File: src/rtl/fp_mul_pkg.sv
// Shared binary32 constants, operand classes and classification helper for fp_mul.
package fp_mul_pkg;

  localparam int EXP_BIAS = 127;
  localparam int EXP_W    = 8;
  localparam int FRAC_W   = 23;
  localparam int SIG_W    = FRAC_W + 1;
  localparam int PROD_W   = 2 * SIG_W;
  localparam int XEXP_W   = 10;

  localparam logic [31:0] QNAN    = 32'h7FC0_0000;
  localparam logic [31:0] POS_INF = 32'h7F80_0000;

  typedef enum logic [1:0] {
    ZERO   = 2'd0,
    NORMAL = 2'd1,
    INF    = 2'd2,
    NAN    = 2'd3
  } fp_class_e;

  // Subnormals fold into ZERO so the datapath never sees a denormal significand.
  function automatic fp_class_e classify(input logic [EXP_W-1:0] exp_f,
                                         input logic [FRAC_W-1:0] frac_f);
    fp_class_e cls;
    if (exp_f == 8'h00) begin
      cls = ZERO;
    end else if (exp_f == 8'hFF) begin
      if (frac_f == 23'd0) begin
        cls = INF;
      end else begin
        cls = NAN;
      end
    end else begin
      cls = NORMAL;
    end
    return cls;
  endfunction

endpackage

File: src/rtl/fp_mul_core.sv
// Combinational binary32 multiply: classify, 24x24 significand product,
// normalize, round-to-nearest-even, and range/special-value selection.
module fp_mul_core
  import fp_mul_pkg::*;
(
  input  logic [31:0] in1,
  input  logic [31:0] in2,
  output logic [31:0] product
);

  localparam logic signed [XEXP_W-1:0] BIAS_X  = 10'sd127;
  localparam logic signed [XEXP_W-1:0] EXP_MAX = 10'sd255;
  localparam logic signed [XEXP_W-1:0] EXP_MIN = 10'sd0;

  fp_class_e                  cls_a_s;
  fp_class_e                  cls_b_s;
  logic                       sign_s;
  logic [SIG_W-1:0]           sig_a_s;
  logic [SIG_W-1:0]           sig_b_s;
  logic [PROD_W-1:0]          prod_s;
  logic signed [XEXP_W-1:0]   exp_sum_s;
  logic signed [XEXP_W-1:0]   exp_norm_s;
  logic signed [XEXP_W-1:0]   exp_fin_s;
  logic [SIG_W-1:0]           mant_norm_s;
  logic                       guard_s;
  logic                       round_s;
  logic                       sticky_s;
  logic                       round_up_s;
  logic [SIG_W:0]             mant_rnd_s;
  logic [FRAC_W-1:0]          frac_fin_s;

  assign cls_a_s = classify(in1[30:23], in1[22:0]);
  assign cls_b_s = classify(in2[30:23], in2[22:0]);
  assign sign_s  = in1[31] ^ in2[31];

  assign sig_a_s = {1'b1, in1[22:0]};
  assign sig_b_s = {1'b1, in2[22:0]};
  assign prod_s  = {24'd0, sig_a_s} * {24'd0, sig_b_s};

  assign exp_sum_s = $signed({2'b00, in1[30:23]}) + $signed({2'b00, in2[30:23]}) - BIAS_X;

  // Normalize: product of two [1,2) significands lies in [1,4); bit47 means >= 2.
  always_comb begin
    mant_norm_s = 24'd0;
    guard_s     = 1'b0;
    round_s     = 1'b0;
    sticky_s    = 1'b0;
    exp_norm_s  = exp_sum_s;
    if (prod_s[47]) begin
      mant_norm_s = prod_s[47:24];
      guard_s     = prod_s[23];
      round_s     = prod_s[22];
      sticky_s    = |prod_s[21:0];
      exp_norm_s  = exp_sum_s + 10'sd1;
    end else begin
      mant_norm_s = prod_s[46:23];
      guard_s     = prod_s[22];
      round_s     = prod_s[21];
      sticky_s    = |prod_s[20:0];
      exp_norm_s  = exp_sum_s;
    end
  end

  // Round to nearest even; a carry out of the significand renormalizes once more.
  always_comb begin
    round_up_s = guard_s & (round_s | sticky_s | mant_norm_s[0]);
    mant_rnd_s = {1'b0, mant_norm_s} + {24'd0, round_up_s};
    frac_fin_s = 23'd0;
    exp_fin_s  = exp_norm_s;
    if (mant_rnd_s[24]) begin
      frac_fin_s = mant_rnd_s[23:1];
      exp_fin_s  = exp_norm_s + 10'sd1;
    end else begin
      frac_fin_s = mant_rnd_s[22:0];
      exp_fin_s  = exp_norm_s;
    end
  end

  // Special operands take precedence, then overflow to Inf and flush-to-zero.
  always_comb begin
    product = QNAN;
    if ((cls_a_s == NAN) || (cls_b_s == NAN)) begin
      product = QNAN;
    end else if (((cls_a_s == INF) && (cls_b_s == ZERO)) ||
                 ((cls_a_s == ZERO) && (cls_b_s == INF))) begin
      product = QNAN;
    end else if ((cls_a_s == INF) || (cls_b_s == INF)) begin
      product = {sign_s, POS_INF[30:0]};
    end else if ((cls_a_s == ZERO) || (cls_b_s == ZERO)) begin
      product = {sign_s, 31'd0};
    end else if (exp_fin_s >= EXP_MAX) begin
      product = {sign_s, POS_INF[30:0]};
    end else if (exp_fin_s <= EXP_MIN) begin
      product = {sign_s, 31'd0};
    end else begin
      product = {sign_s, exp_fin_s[7:0], frac_fin_s};
    end
  end

endmodule

File: src/rtl/fp_mul.sv
// Single-cycle binary32 multiplier: registers the combinational core result
// and a one-cycle out_valid strobe per accepted operand pair.
module fp_mul
  import fp_mul_pkg::*;
(
  input  logic        clk,
  input  logic        rst_n,
  input  logic        in_valid,
  input  logic [31:0] in1,
  input  logic [31:0] in2,
  output logic [31:0] out,
  output logic        out_valid
);

  logic [31:0] product_s;

  fp_mul_core u_core (
    .in1     (in1),
    .in2     (in2),
    .product (product_s)
  );

  // Output register: reset wins over in_valid; out holds when idle.
  always_ff @(posedge clk) begin
    if (!rst_n) begin
      out       <= 32'h0000_0000;
      out_valid <= 1'b0;
    end else if (in_valid) begin
      out       <= product_s;
      out_valid <= 1'b1;
    end else begin
      out       <= out;
      out_valid <= 1'b0;
    end
  end

endmodule

File: config.mk
export PLATFORM = sky130hd
export DESIGN_NAME = fp_mul
export DESIGN_NICKNAME = d
export VERILOG_FILES = /design/src/rtl/fp_mul_pkg.sv /design/src/rtl/fp_mul_core.sv /design/src/rtl/fp_mul.sv
export SDC_FILE = /design/constraint.sdc
export NUM_CORES = 2
export LEC_CHECK = 0
export ABC_CLOCK_PERIOD_IN_PS = 22800
export BUFFER_PORTS_ARGS = -buffer_cell sky130_fd_sc_hd__buf_2
export CAP_MARGIN = 20
export CORE_UTILIZATION = 46
export DETAILED_ROUTE_END_ITERATION = 12
export PLACE_DENSITY = 0.65
export SETUP_SLACK_MARGIN = 0.3
export SYNTH_ARGS = -nofsm -noshare
export SYNTH_HDL_FRONTEND = slang
export SYNTH_SLANG_ARGS = --single-unit
File: constraint.sdc
create_clock -name clk -period 22.8 [get_ports clk]
set_input_delay 4.56 -clock clk [delete_from_list [all_inputs] [get_ports clk]]
set_output_delay 4.56 -clock clk [all_outputs]
set_load 0.05 [all_outputs]
==> flow_metrics.tcl <==
set metrics [dict create \
    slowest_delay_ns 0.57 \
    viasPerCell 5.51 \
    syn-mean-instance-area_um2 8.43 \
    cp.required_ns 22.98 \
    setup.worst_path.class "input pin to register" \
    status "finished clean" \
    ant_nets 0 \
    cts_buffers 5 \
    syn_inst 2751 \
    r2r_slack_ns 21.77 \
    worstPathArrival_ns 14.68 \
    grt_pass1_wl_um 108000 \
    crit_slowest_cell "fa_1" \
    drive_gt1_frac 0.0630 \
    rsz0062_at_grt "false" \
    seq_area_um2 661 \
    vias 18700 \
    cts_hold_buf 0 \
    grt_max_degree 35 \
    async_flop_share 0 \
    core_um2 49400 \
    clock_skew_ns 0 \
    wire_per_inst_um 19.5 \
    area_growth_syn_to_layout_pct 4.31 \
    nFillCells 4724 \
    finalSetupViolCount 0 \
    multiInputGateArea_um2 19800 \
    drv_slew 0 \
    hpwl_um 54300 \
    worst_skew_pair.late_latency_ns 0.28 \
    post-route-min-period_ns 14.51 \
    dieArea_um2 51300 \
    fp.dieH_um 227 \
    synth_ff_type "dfxtp_1" \
    post_cts_resized 0 \
    start_kind "input pin" \
    track_usage 0.271 \
    htree_levels 2 \
    yosysSeqAreaShare 0.0285 \
    end_kind "register" \
    clk_path_buf_depth 2 \
    rr_worst_depth 3 \
    grt_antenna_before_repair 4 \
    num_io_pins 100 \
    tns_ns 0 \
    synth.cell_area_um2 23200 \
    grt_pass1_vias 19800 \
    worst-path-buf-inv 8 \
    synth-edff-count 0 \
    hold_class "register to register" \
    initial_core_util 0.470 \
    cts_sinks 33 \
    rows 81 \
    synth_seq_cells 33 \
    fin_crit_sh 0.636 \
    synth_nets 3486 \
    drcViolationCount 0 \
    routed_wl_um 66300 \
    path_delay_family "adder cells" \
    holdPathStages 1 \
    worstMarginPinSlew_ns 0.947 \
    final_net_count 3466 \
    clockRootBuffer "clkbuf_16" \
    crit_top_cell "fa_1" \
    synth_cell_types 97 \
    place_congestion 0.941 \
    first_pass_iters 5 \
    path_clk_slew_ns 0.06 \
    numPortBuffers 99 \
    max_freq_mhz 68.9 \
    grt_overflow 0 \
    yosys_warnings 0 \
    cp.depth 35 \
    cts_tree "built" \
    first_iter_violations 1408 \
    fp.dieW_um 227 \
    hold_violations 0 \
    postCtsSetupBuffers 0 \
    cap_viol_max_count 0 \
    critPathMaxFanout 27 \
    maxSlewHeadroom 0.361 \
]
-- per-stage QoR --
step / cell area, um2 / hold WS [ns] / std cells / setup WS, ns / util
global placement: 24000 / 0.445 / 3387 / 7.86 / 0.487
floorplan: 23200 / 0.695 / 2751 / 8.64 / -
finish: 24200 / 0.466 / 3398 / 8.29 / 0.490
CTS: 24200 / 0.471 / 3395 / 7.85 / 0.490
detailed placement: 24000 / 0.453 / 3387 / 7.62 / 0.487
global route: 24200 / 0.493 / 3398 / 7.84 / 0.490
-- state kept, by name (all words and copies together), names as in the netlist --
name	count
out	32
out_valid	1
-- Yosys cell counts (26+ instances only) --
cell type / n / area share
a21oi_1: 74 / 0.016
and2_1: 250 / 0.067
clkbuf_1: 103 / 0.017
dfxtp_1: 33 / 0.028
fa_1: 483 / 0.42
ha_1: 185 / 0.10
inv_1: 593 / 0.096
nand2_1: 361 / 0.058
nand3_1: 26 / 0.0056
nor2_1: 111 / 0.018
nor3_1: 28 / 0.0060
o21ai_0: 54 / 0.012
xnor2_1: 51 / 0.019
xor2_1: 36 / 0.014
-- placed cells by master, fill, tap and decap left out, drive strengths merged, types with 7 or more instances in the layout --
master  count
nand2b     12
and2      250
dfxtp      33
xnor2      51
nor2      111
nor3b       7
and3       15
fa        483
a21oi      81
xor2       37
nor3       32
a21o       15
nor4       27
buf       104
nor2b       9
nand2     367
nand4      25
a32o       18
ha        185
inv       594
o21a        7
a31oi      11
a211oi     12
mux2i      13
o211ai     19
o21ai      66
nand3      27
-- final timing paths --
kind                            startpoint      end
worst max-delay path                in2[0]   out[1]
worst min-delay path               out[14]  out[14]
worst max register to register     out[22]  out[22]
worst min register to register     out[14]  out[14]
-- cells by family (layout without fill, tap and decap cells) --
logic type,after synthesis,after routing,share of synthesized area
flip-flops,33,33,0.0285
other,0,2,0
adder cells (fa/ha/maj),668,668,0.517
AND/OR/NAND/NOR,917,917,0.201
AO/OA/AOI/OAI,298,298,0.0918
XOR/XNOR,89,89,0.0346
multiplexers,18,18,0.00803
buffers and inverters,728,709,0.120
-- routing by layer --
| metal | vias to the layer above | wire [um] | share of wire | track usage |
|---|---|---|---|---|
| li1 | 8433 | - | - | - |
| met1 | 9450 | 28300 | 0.43 | 0.375 |
| met2 | 723 | 31700 | 0.48 | 0.453 |
| met3 | 98 | 4480 | 0.068 | 0.0271 |
| met4 | 2 | 1780 | 0.027 | 0.0715 |
| met5 | - | 11 | 0.00017 | 0 |
-- worst register-to-register path, cell delays in order, from the launching register on --
cell,delay [ns]
dfxtp_1,0.35
o21ai_0,0.13
nor4b_1,0.30
a41o_1,0.20
-- cell type report --
class | instances | share of cell area
multi-input cells | 1990 | 0.816
inverters | 597 | 0.0926
well taps | 664 | 0.0343
flip-flops and latches | 33 | 0.0273
repair buffers | 104 | 0.0222
clock buffers | 5 | 0.00517
clock inverters | 3 | 0.00191
diodes | 2 | 0.000207
Power is left out: the tool's default activity adds up to more than one toggle a clock period on the data nets, which glitch-free logic cannot reach.
